**config.mk**
```make
export PLATFORM = sky130hd
export DESIGN_NAME = uart_rx_ovs
export DESIGN_NICKNAME = d
export VERILOG_FILES = /design/src/rtl/uart_pkg.sv /design/src/rtl/uart_rx_fifo.sv /design/src/rtl/uart_rx_ovs.sv
export SDC_FILE = /design/constraint.sdc
export NUM_CORES = 1
export LEC_CHECK = 0
export CAP_MARGIN = 20
export CORE_MARGIN = 5
export CORE_UTILIZATION = 55
export CTS_BUF_LIST = sky130_fd_sc_hd__clkbuf_8 sky130_fd_sc_hd__clkbuf_16
export DETAILED_ROUTE_END_ITERATION = 7
export GPL_TIMING_DRIVEN = 0
export PLACE_DENSITY = 0.71
export SYNTH_ARGS = -nofsm -noshare
export SYNTH_HDL_FRONTEND = slang
export SYNTH_HIERARCHICAL = 1
export SYNTH_SLANG_ARGS = --single-unit
```
**constraint.sdc**
```tcl
create_clock -name clk_i -period 3 [get_ports clk_i]
set_input_delay 0.9 -clock clk_i [delete_from_list [all_inputs] [get_ports clk_i]]
set_output_delay 0.9 -clock clk_i [all_outputs]
set_load 0.02 [all_outputs]
```
**src/rtl/uart_pkg.sv**
```systemverilog
// uart_pkg: state type and helpers shared by the UART receiver (and its future transmitter sibling).
package uart_pkg;

    typedef enum logic [2:0] {
        IDLE,
        START,
        DATA,
        PAR,
        STOP,
        HOLD
    } rx_state_t;

    function automatic logic majority3(input logic a, input logic b, input logic c);
        return (a & b) | (a & c) | (b & c);
    endfunction

    // Clocks per oversampling tick; integer division truncates.
    function automatic int ticks_per_sample(input int fclk, input int bauds, input int novs);
        return fclk / (bauds * novs);
    endfunction

endpackage

```
**src/rtl/uart_rx_fifo.sv**
```systemverilog
// uart_rx_fifo: Depth x Width first-word-fall-through FIFO; the head reads as zero while empty.
module uart_rx_fifo #(
    parameter int Depth = 16,
    parameter int Width = 9
) (
    input  logic                   clk_i,
    input  logic                   rst_i,
    input  logic                   push_i,
    input  logic [Width-1:0]       data_i,
    input  logic                   pop_i,
    output logic [Width-1:0]       data_o,
    output logic [$clog2(Depth):0] count_o,
    output logic                   full_o,
    output logic                   empty_o
);
    localparam int Aw = $clog2(Depth);

    logic [Width-1:0] mem_q [Depth];
    logic [Aw-1:0]    wr_ptr_q;
    logic [Aw-1:0]    rd_ptr_q;
    logic [Aw:0]      count_q;
    logic             wr_en;
    logic             rd_en;

    assign full_o  = (count_q == (Aw+1)'(Depth));
    assign empty_o = (count_q == '0);
    assign rd_en   = pop_i && !empty_o;
    // A push into a full FIFO is still taken when a pop frees the head slot in the same cycle.
    assign wr_en   = push_i && (!full_o || rd_en);
    assign data_o  = empty_o ? '0 : mem_q[rd_ptr_q];
    assign count_o = count_q;

    // NOTE: the storage array is deliberately not reset; pointers and count alone define which entries are live.
    always_ff @(posedge clk_i) begin
        if (wr_en) begin
            mem_q[wr_ptr_q] <= data_i;
        end
    end

    always_ff @(posedge clk_i) begin
        if (rst_i) begin
            wr_ptr_q <= '0;
            rd_ptr_q <= '0;
            count_q  <= '0;
        end else begin
            if (wr_en) wr_ptr_q <= wr_ptr_q + Aw'(1);
            if (rd_en) rd_ptr_q <= rd_ptr_q + Aw'(1);
            count_q <= count_q + {{Aw{1'b0}}, wr_en} - {{Aw{1'b0}}, rd_en};
        end
    end

endmodule

```
**src/rtl/uart_rx_ovs.sv**
```systemverilog
// uart_rx_ovs: oversampled majority-vote UART receiver with framing/overrun/break detection and FIFO output.
// Define UART_RX_PARITY_EN to add a parity bit per frame (Parity: 0 even, 1 odd) and a live PERR flag.
module uart_rx_ovs
    import uart_pkg::*;
#(
    parameter int Fclk   = 12_000_000,
    parameter int Bauds  = 115_200,
    parameter int Wdata  = 8,
    parameter int Wstop  = 1,
    parameter int Novs   = 16,
    parameter int Depth  = 16,
    parameter int Parity = 0
) (
    input  logic                   clk_i,
    input  logic                   rst_i,
    input  logic                   rxd_i,
    output logic [Wdata-1:0]       dout_o,
    output logic                   ferr_o,
    output logic                   perr_o,
    output logic                   valid_o,
    input  logic                   ready_i,
    output logic [$clog2(Depth):0] count_o,
    output logic                   ovr_o,
    output logic                   brk_o,
    output logic                   int_o
);
    localparam int Ntick = ticks_per_sample(Fclk, Bauds, Novs);
    localparam int DivW  = (Ntick > 1) ? $clog2(Ntick) : 1;
    localparam int SubW  = $clog2(Novs);
    localparam int BitW  = $clog2(Wdata);
`ifdef UART_RX_PARITY_EN
    localparam int Went  = Wdata + 2;
`else
    localparam int Went  = Wdata + 1;
`endif

    logic             rxd_meta_q, rxd_sync_q, rxd_prev_q;
    rx_state_t        state_q;
    logic [DivW-1:0]  div_q;
    logic [SubW-1:0]  sub_q;
    logic [BitW-1:0]  bit_q;
    logic [1:0]       samp_q;
    logic [Wdata-1:0] shift_q;
    logic             ferr_q;
    logic             push_q, brk_pend_q;
    logic [Went-1:0]  entry_q;
    logic             ovr_q, brk_q, int_q;
`ifdef UART_RX_PARITY_EN
    logic             perr_q, par_bit_q;
`endif

    logic             running, tick, bit_mid, bit_end, bit_val, stop_ferr, frame_brk;
    logic             fifo_pop, fifo_full, fifo_empty;
    logic [Went-1:0]  fifo_data;

    assign running   = (state_q != IDLE) && (state_q != HOLD);
    assign tick      = running && (div_q == DivW'(Ntick - 1));
    // A bit is decided on its third sample, so "mid-sample" below means tick Novs/2+1.
    assign bit_mid   = tick && (sub_q == SubW'(Novs/2 + 1));
    assign bit_end   = tick && (sub_q == SubW'(Novs - 1));
    assign bit_val   = majority3(samp_q[0], samp_q[1], rxd_sync_q);
    assign stop_ferr = ferr_q || !bit_val;
`ifdef UART_RX_PARITY_EN
    assign frame_brk = (shift_q == '0) && stop_ferr && !par_bit_q;
`else
    assign frame_brk = (shift_q == '0) && stop_ferr;
`endif

    always_ff @(posedge clk_i) begin
        if (rst_i) begin
            rxd_meta_q <= 1'b1;
            rxd_sync_q <= 1'b1;
            rxd_prev_q <= 1'b1;
            state_q    <= IDLE;
            div_q      <= '0;
            sub_q      <= '0;
            bit_q      <= '0;
            samp_q     <= '0;
            shift_q    <= '0;
            ferr_q     <= 1'b0;
            push_q     <= 1'b0;
            brk_pend_q <= 1'b0;
            entry_q    <= '0;
`ifdef UART_RX_PARITY_EN
            perr_q     <= 1'b0;
            par_bit_q  <= 1'b0;
`endif
        end else begin
            rxd_meta_q <= rxd_i;
            rxd_sync_q <= rxd_meta_q;
            rxd_prev_q <= rxd_sync_q;
            push_q     <= 1'b0;
            brk_pend_q <= 1'b0;

            if (!running) begin
                div_q <= '0;
                sub_q <= '0;
            end else if (tick) begin
                div_q <= '0;
                sub_q <= bit_end ? '0 : sub_q + SubW'(1);
            end else begin
                div_q <= div_q + DivW'(1);
            end
            if (tick && sub_q == SubW'(Novs/2 - 1)) samp_q[0] <= rxd_sync_q;
            if (tick && sub_q == SubW'(Novs/2))     samp_q[1] <= rxd_sync_q;

            case (state_q)
                IDLE: begin
                    bit_q  <= '0;
                    ferr_q <= 1'b0;
`ifdef UART_RX_PARITY_EN
                    perr_q <= 1'b0;
`endif
                    if (rxd_prev_q && !rxd_sync_q) state_q <= START;
                end
                START: begin
                    if (bit_mid && bit_val) state_q <= IDLE;
                    else if (bit_end)       state_q <= DATA;
                end
                DATA: begin
                    if (bit_mid) shift_q <= {bit_val, shift_q[Wdata-1:1]};
                    if (bit_end) begin
                        if (bit_q == BitW'(Wdata - 1)) begin
                            bit_q <= '0;
`ifdef UART_RX_PARITY_EN
                            state_q <= PAR;
`else
                            state_q <= STOP;
`endif
                        end else begin
                            bit_q <= bit_q + BitW'(1);
                        end
                    end
                end
`ifdef UART_RX_PARITY_EN
                PAR: begin
                    if (bit_mid) begin
                        par_bit_q <= bit_val;
                        perr_q    <= bit_val != ((^shift_q) ^ (Parity != 0));
                    end
                    if (bit_end) state_q <= STOP;
                end
`endif
                STOP: begin
                    if (bit_mid) begin
                        ferr_q <= stop_ferr;
                        if (bit_q == BitW'(Wstop - 1)) begin
                            if (frame_brk) begin
                                brk_pend_q <= 1'b1;
                                state_q    <= HOLD;
                            end else begin
                                push_q  <= 1'b1;
`ifdef UART_RX_PARITY_EN
                                entry_q <= {perr_q, stop_ferr, shift_q};
`else
                                entry_q <= {stop_ferr, shift_q};
`endif
                                state_q <= IDLE;
                            end
                        end
                    end else if (bit_end) begin
                        bit_q <= bit_q + BitW'(1);
                    end
                end
                HOLD: begin
                    if (rxd_sync_q) state_q <= IDLE;
                end
                default: state_q <= IDLE;
            endcase
        end
    end

    assign fifo_pop = ready_i && !fifo_empty;

    uart_rx_fifo #(
        .Depth (Depth),
        .Width (Went)
    ) u_fifo (
        .clk_i   (clk_i),
        .rst_i   (rst_i),
        .push_i  (push_q),
        .data_i  (entry_q),
        .pop_i   (fifo_pop),
        .data_o  (fifo_data),
        .count_o (count_o),
        .full_o  (fifo_full),
        .empty_o (fifo_empty)
    );

    always_ff @(posedge clk_i) begin
        if (rst_i) begin
            ovr_q <= 1'b0;
            brk_q <= 1'b0;
            int_q <= 1'b0;
        end else begin
            ovr_q <= push_q && fifo_full && !fifo_pop;
            brk_q <= brk_pend_q;
            int_q <= !fifo_empty || ovr_q || brk_q;
        end
    end

    assign valid_o = !fifo_empty;
    assign dout_o  = fifo_data[Wdata-1:0];
    assign ferr_o  = fifo_data[Wdata];
`ifdef UART_RX_PARITY_EN
    assign perr_o  = fifo_data[Wdata+1];
`else
    assign perr_o  = 1'b0;
`endif
    assign ovr_o   = ovr_q;
    assign brk_o   = brk_q;
    assign int_o   = int_q;

endmodule

```
### After elaboration in Yosys (flattened, before gate mapping)

Memories as Yosys holds them, arrays and structs flattened. A register that Yosys moved wholly into a read port is not among the register bits.
Index checks and enable logic that the tools add are counted.

| storage, ports and cells | value |
|---|---|
| bits in registers | 54 |
| bits in writable memories | 144 |
| output and inout port bits | 19 |
| logic and storage cells | 122 |
| memories kept | 1 |

Memory list:

| name | words | bits a word | rd ports | clocked after Yosys merged registers in | wr ports | line | text |
|---|---|---|---|---|---|---|---|
| u_fifo.mem_q | 16 | 9 | 1 | 1 | 1 | uart_rx_fifo.sv:18 | `logic [Width-1:0] mem_q [Depth];` |

| operators by class | value |
|---|---|
| $add $sub $neg | 7 |
| eq/ne operators | 21 |
| muxes and demuxes | 25 |
| bitwise gates (word level) | 10 |
| reductions and logical operators | 38 |

Operators by type and width:

| cell | number |
|---|---|
| two-way mux 3 bit | 13 |
| != test 2 bit (second input constant) | 8 |
| one-hot mux 3 bit (5 select lines) | 1 |
| logical AND 1 bit | 14 |
| adder 4 x 1 -> 4 bit (second input constant) | 3 |
| equality test 3 bit (second input constant) | 4 |
| equality test 4 bit (second input constant) | 3 |
| two-way mux 4 bit | 3 |
| two-way mux 9 bit | 1 |
| one-hot mux 3 bit (3 select lines) | 1 |
| logical NOT 8 bit | 1 |
| AND reduction 4 bit | 2 |
| AND reduction 7 bit | 1 |
| adder 3 x 1 -> 3 bit (second input constant) | 2 |
| logical NOT 3 bit | 2 |
| != test 3 bit (second input constant) | 2 |
| nonzero test 3 bit | 2 |
| adder 5 x 1 -> 5 bit | 1 |
| equality test 5 bit (second input constant) | 1 |
| logical NOT 1 bit | 5 |
| logical NOT 5 bit | 1 |
| two-way mux 1 bit | 5 |
| inverter 1 bit | 5 |
| subtractor 5 x 1 -> 5 bit | 1 |
| 12 further kinds | 19 |

### Depth between registers and ports, before layout

| logic depth | value |
|---|---|
| word-level depth | 10 |
| mapped depth | 16 |

### Cells and area by module

The synthesis kept the hierarchy.

Modules (own cells, without submodules):

| module | instances | cells an instance | area each (um2) |
|---|---|---|---|
| uart_rx_fifo | 1 | 337 | 6,468.7 |
| uart_rx_ovs | 1 | 195 | 1,809.2 |

### Worst setup path before layout

Ideal clock, no wire load.

| path | value |
|---|---|
| path type | register -> register |
| from | register u_fifo.count_q[2] (netlist: u_fifo/count_o[2]) |
| to | register u_fifo.count_q[4] (netlist: u_fifo/count_o[4]) |
| setup time | 0.070 ns |
| arrival time | 3.411 ns |
| data required time | 2.930 ns |
| path slack | -0.481 ns |
| cell stages (with the launch flop) | 17 |
| period minus slack after synthesis | 3.481 ns |
| cells stage by stage | dfxtp_1 > inv_1 > ha_1 > or4b_1 > buf_1 > inv_1 > nor2b_1 > o21a_1 > inv_1 > ha_1 > inv_1 > ha_1 > fa_1 > a21oi_1 > nor2_1 > or3_1 > a21oi_1 |

| between the ends | value |
|---|---|
| longest elaborated chain between the ends | 8 |

Ends and longest elaborated chain:

| element | line | text |
|---|---|---|
| from (decl) | uart_rx_fifo.sv:21 | `logic [Aw:0] count_q;` |
| from (signal assigned) | uart_rx_fifo.sv:48 | `count_q <= count_q + {{Aw{1'b0}}, wr_en} - {{Aw{1'b0}}, rd_en};` |
| logical NOT 5 bit (*) | uart_rx_fifo.sv:26 | `assign empty_o = (count_q == '0);` |
| named net fifo_empty | uart_rx_ovs.sv:53 | `logic fifo_pop, fifo_full, fifo_empty;` |
| logical NOT 1 bit (*) | uart_rx_ovs.sv:173 | `assign fifo_pop = ready_i && !fifo_empty;` |
| logical AND 1 bit (*) | uart_rx_ovs.sv:173 |  |
| named net fifo_pop | uart_rx_ovs.sv:53 |  |
| logical AND 1 bit (*) | uart_rx_fifo.sv:27 | `assign rd_en = pop_i && !empty_o;` |
| logical OR 1 bit | uart_rx_fifo.sv:29 | `assign wr_en = push_i && (!full_o \|\| rd_en);` |
| logical AND 1 bit | uart_rx_fifo.sv:29 |  |
| adder 5 x 1 -> 5 bit | uart_rx_fifo.sv:48 |  |
| subtractor 5 x 1 -> 5 bit (*) | uart_rx_fifo.sv:48 |  |

The timed path passes the listed nets; every way through them passes the cells marked *.
A chain may end at the register's enable or synchronous reset.

==> implementation parameters <==
Parameter                              Value

Finish
  Layout Nets ... 621
  Area growth from synthesis to layout ... 17.6%
  Filler cells ... ~1,000
  Post-layout instance area ... a little under 10,000 sq um
  Ant diodes ... 0
  Layout cells sized above 1 ... 0.253

STA
  Ratio of final minimum period to clock period ... 1.07
  Setup repair after global routing missed its margin ... yes
  Slew at the pin closest to its max-slew limit ... ~0.99 ns
  Worst Slack Setup Final ... -0.196 ns
  Setup Viol. Count Final ... 9
  Max transition margin ... 0.336
  Final hold violations ... 0
  Maximum clock frequency ... around 0.31 GHz
  Hold WS ... about 0.41 ns
  Setup skew after layout ... 0.0199 ns
  Final count of pins violating max slew ... 0
  Min Tclk post-route ... between 3 and 4 ns

Clock network
  Clock tree from TritonCTS ... built
  Clk Latency, worst-skew pair ... 0.50 ns
  Cell chosen for the clock root ... clkbuf_16
  Total CTS buffers ... 21
  Clock transition at the registers of the reported paths ... 0.06 ns
  TritonCTS Sinks ... a little over 200
  Worst-case clock buffer depth ... 3
  Count of H-tree levels built during CTS ... 1

Logic synthesis
  Ranking of synthesized cells by instance count ... 144 x edfxtp_1, 58 x dfxtp_1, 50 x nor2_1
  Async set or reset register ratio after synthesis ... 0
  Top cells by area in the synthesized netlist ... edfxtp_1 52%, dfxtp_1 14%, mux4_2 7.6%
  Portion of synthesized cell area occupied by the leading cell type ... 0.522
  Number of distinct library cell variants in the gate-level netlist after synthesis ... 56
  Post-synth top flop ... edfxtp_1
  Yosys warnings ... 6
  Most frequent cell after synthesis ... edfxtp_1
  Syn Area/Cell ... between 15 and 20 sq um
  Netlist area before placement ... 8280 sq um
  Register area share after synthesis ... 0.663
  Post-synth EDFFs ... about 140
  Count of mapped cells out of synthesis ... 532
  Post-synth top area cell ... edfxtp_1
  Syn Nets ... around 560
  Synth Register Bits ... about 200

Floorplan
  Total die area ... roughly 18,000 sq um
  DIE HEIGHT ... 133 um
  Area of the placeable core ... around 15,000 sq um
  Width of the die ... about 130 um
  Number of placed I/O pins ... 23
  Starting density of the core ... 0.565
  Count of standard-cell rows ... 44

Run status
  Result of the run ... finished, violations left
  Violated checks ... negative setup slack

Setup path
  Critical Path Fanout Max ... 6
  Startpoint-to-endpoint class of the critical path ... reg -> out
  Data arrival, critical path ... approximately 2.3 ns
  CP required ... about 2.1 ns
  Endpoint kind of the worst setup timing path ... output pin
  Crit start category ... register

Global routing
  First-pass GRT wire length ... about 26,000 um
  Maximum number of pins on one net before global-route repair ... 18
  Via count of the first global-routing pass ... between 4,000 and 5,000
  Antenna violations before repair ... 0
  Total gr overflow ... 0
  Total global routing track utilization ... 0.191

Worst hold path
  Worst hold path class ... reg -> reg

Power and ir drop
  IR drop worst, VDD ... around 0.00061 V
  PD cells ... ~740 nW/um^2
  Leakage component of the power ... 3.44 nW

Routing
  Count of routing violations after the opening detailed-route iteration ... 318
  Final Routed Wirelength ... around 16,000 um
  Vias after detailed routing ... about 4,600
  Detailed-router iteration count before antenna repair ... 5
  Drt wl/cell ... slightly above 20 um
  Drt drc ... 0
  Number of routed nets with antenna violations ... 0
  Number of vias per cell after detailed routing ... 5.82

Place
  Gpl congestion ... 0.799
  Buffers added on ports ... 21
  DP Area ... between 8000 and 9000 sq um
  Detailed Place HPWL ... about 10,000 um

Run
  Max-capacitance violation count ... 0
-- path summary, 6_finish.rpt --
| check | from | to | slack [ns] | cells after the start |
|---|---|---|---|---|
| setup / recovery | register | dout_o[6] | -0.20 | 7 |
| hold / removal | rxd_meta_q | rxd_sync_q | 0.41 | 1 |
| setup reg to reg | u_fifo/count_o[3] | u_fifo/count_o[4] | 0.02 | 16 |
| hold reg to reg | rxd_meta_q | rxd_sync_q | 0.41 | 1 |
-- flip-flops by register name, summed over array words and instances (netlist names), named ones only --
register,cells
ferr_q,1
entry_q,9
rxd_sync_q,1
brk_o,1
sub_q,4
u_fifo/mem_q,144
push_q,1
brk_pend_q,1
samp_q,2
shift_q,8
rxd_meta_q,1
state_q,3
int_o,1
ovr_o,1
rxd_prev_q,1
bit_q,3
u_fifo/wr_ptr_q,4
u_fifo/rd_ptr_q,4
u_fifo/count_o,5
div_q,3
-- kinds of logic after synthesis --
kind of cell,count (synthesis),share of synthesized area
muxes,75,0.150
adders and majority gates,21,0.0323
AOI/OAI and AO/OA,56,0.0413
DFF,202,0.663
and+or+nand+nor,121,0.0726
other,1,0.000453
buffers and inverters,46,0.0299
xor gates and xnor gates,10,0.0106
-- per-stage QoR --
step                 util  setup TNS, ns  total power, mW  std cells  worst slack [ns]
floorplan               -        -0.0466             4.06        532           -0.0466
global placement    0.597         -42.11             4.45        737            -0.644
detailed placement  0.599         -28.95             4.49        739            -0.696
CTS                 0.662          -1.49             7.27        795            -0.204
global route        0.665          -2.11             7.57        796            -0.265
finish              0.665          -1.31             7.25        796            -0.196
-- cell type report --
class | count | area [sq um] | share of cell area
clock buffers | 21 | 526 | 0.0540
repair buffers | 43 | 370 | 0.0381
well taps | 184 | 230 | 0.0237
multi-input cells | 284 | 2660 | 0.273
clock inverters | 17 | 155 | 0.0159
plain buffers | 27 | 225 | 0.0231
inverters | 18 | 77.6 | 0.00797
flip-flops and latches | 202 | 5490 | 0.564
-- power by group --
group	switching (mW)	leakage [nW]	internal, mW
Combinational	0.797	1.30	0.850
Clock	0.998	0.339	1.53
Sequential	0.0557	1.81	3.01
-- layer usage --
layer | GRT usage | wire length (um)
met3 | 0.0376 | 1100
met2 | 0.312 | 7920
met4 | 0.0473 | 310
met1 | 0.268 | 7000
met5 | 0 | 0
-- layout by cell type, fill, tap and decap left out, types with 16 or more instances in the layout --
cell type | Yosys | routed
a21oi_1 | 22 | 18
buf_4 | 5 | 29
clkbuf_16 | 0 | 21
dfxtp_1 | 58 | 55
edfxtp_1 | 144 | 144
ha_1 | 19 | 16
mux2i_1 | 29 | 27
mux4_2 | 28 | 35
nand2_1 | 17 | 17
nor2_1 | 50 | 50
-- timing repair --
action                                  in CTS  in global routing
gates resized for setup                     92                 10
endpoints found under the setup margin      11                 11
pin swaps                                   10                  7
hold endpoints to repair                     0                  0
hold buffers                                 0                  0
setup buffers                               17                  1
gates cloned                                 2                  0
-- worst max-delay path, stage by stage, from the launching register on --
cell	delay (ns)
dfxtp_2	0.35
buf_8	0.15
buf_12	0.13
mux4_2	0.54
mux2_4	0.31
o21ai_2	0.11
a21oi_1	0.05
buf_2	0.16
No activity file was read; power rests on OpenSTA's default activity.
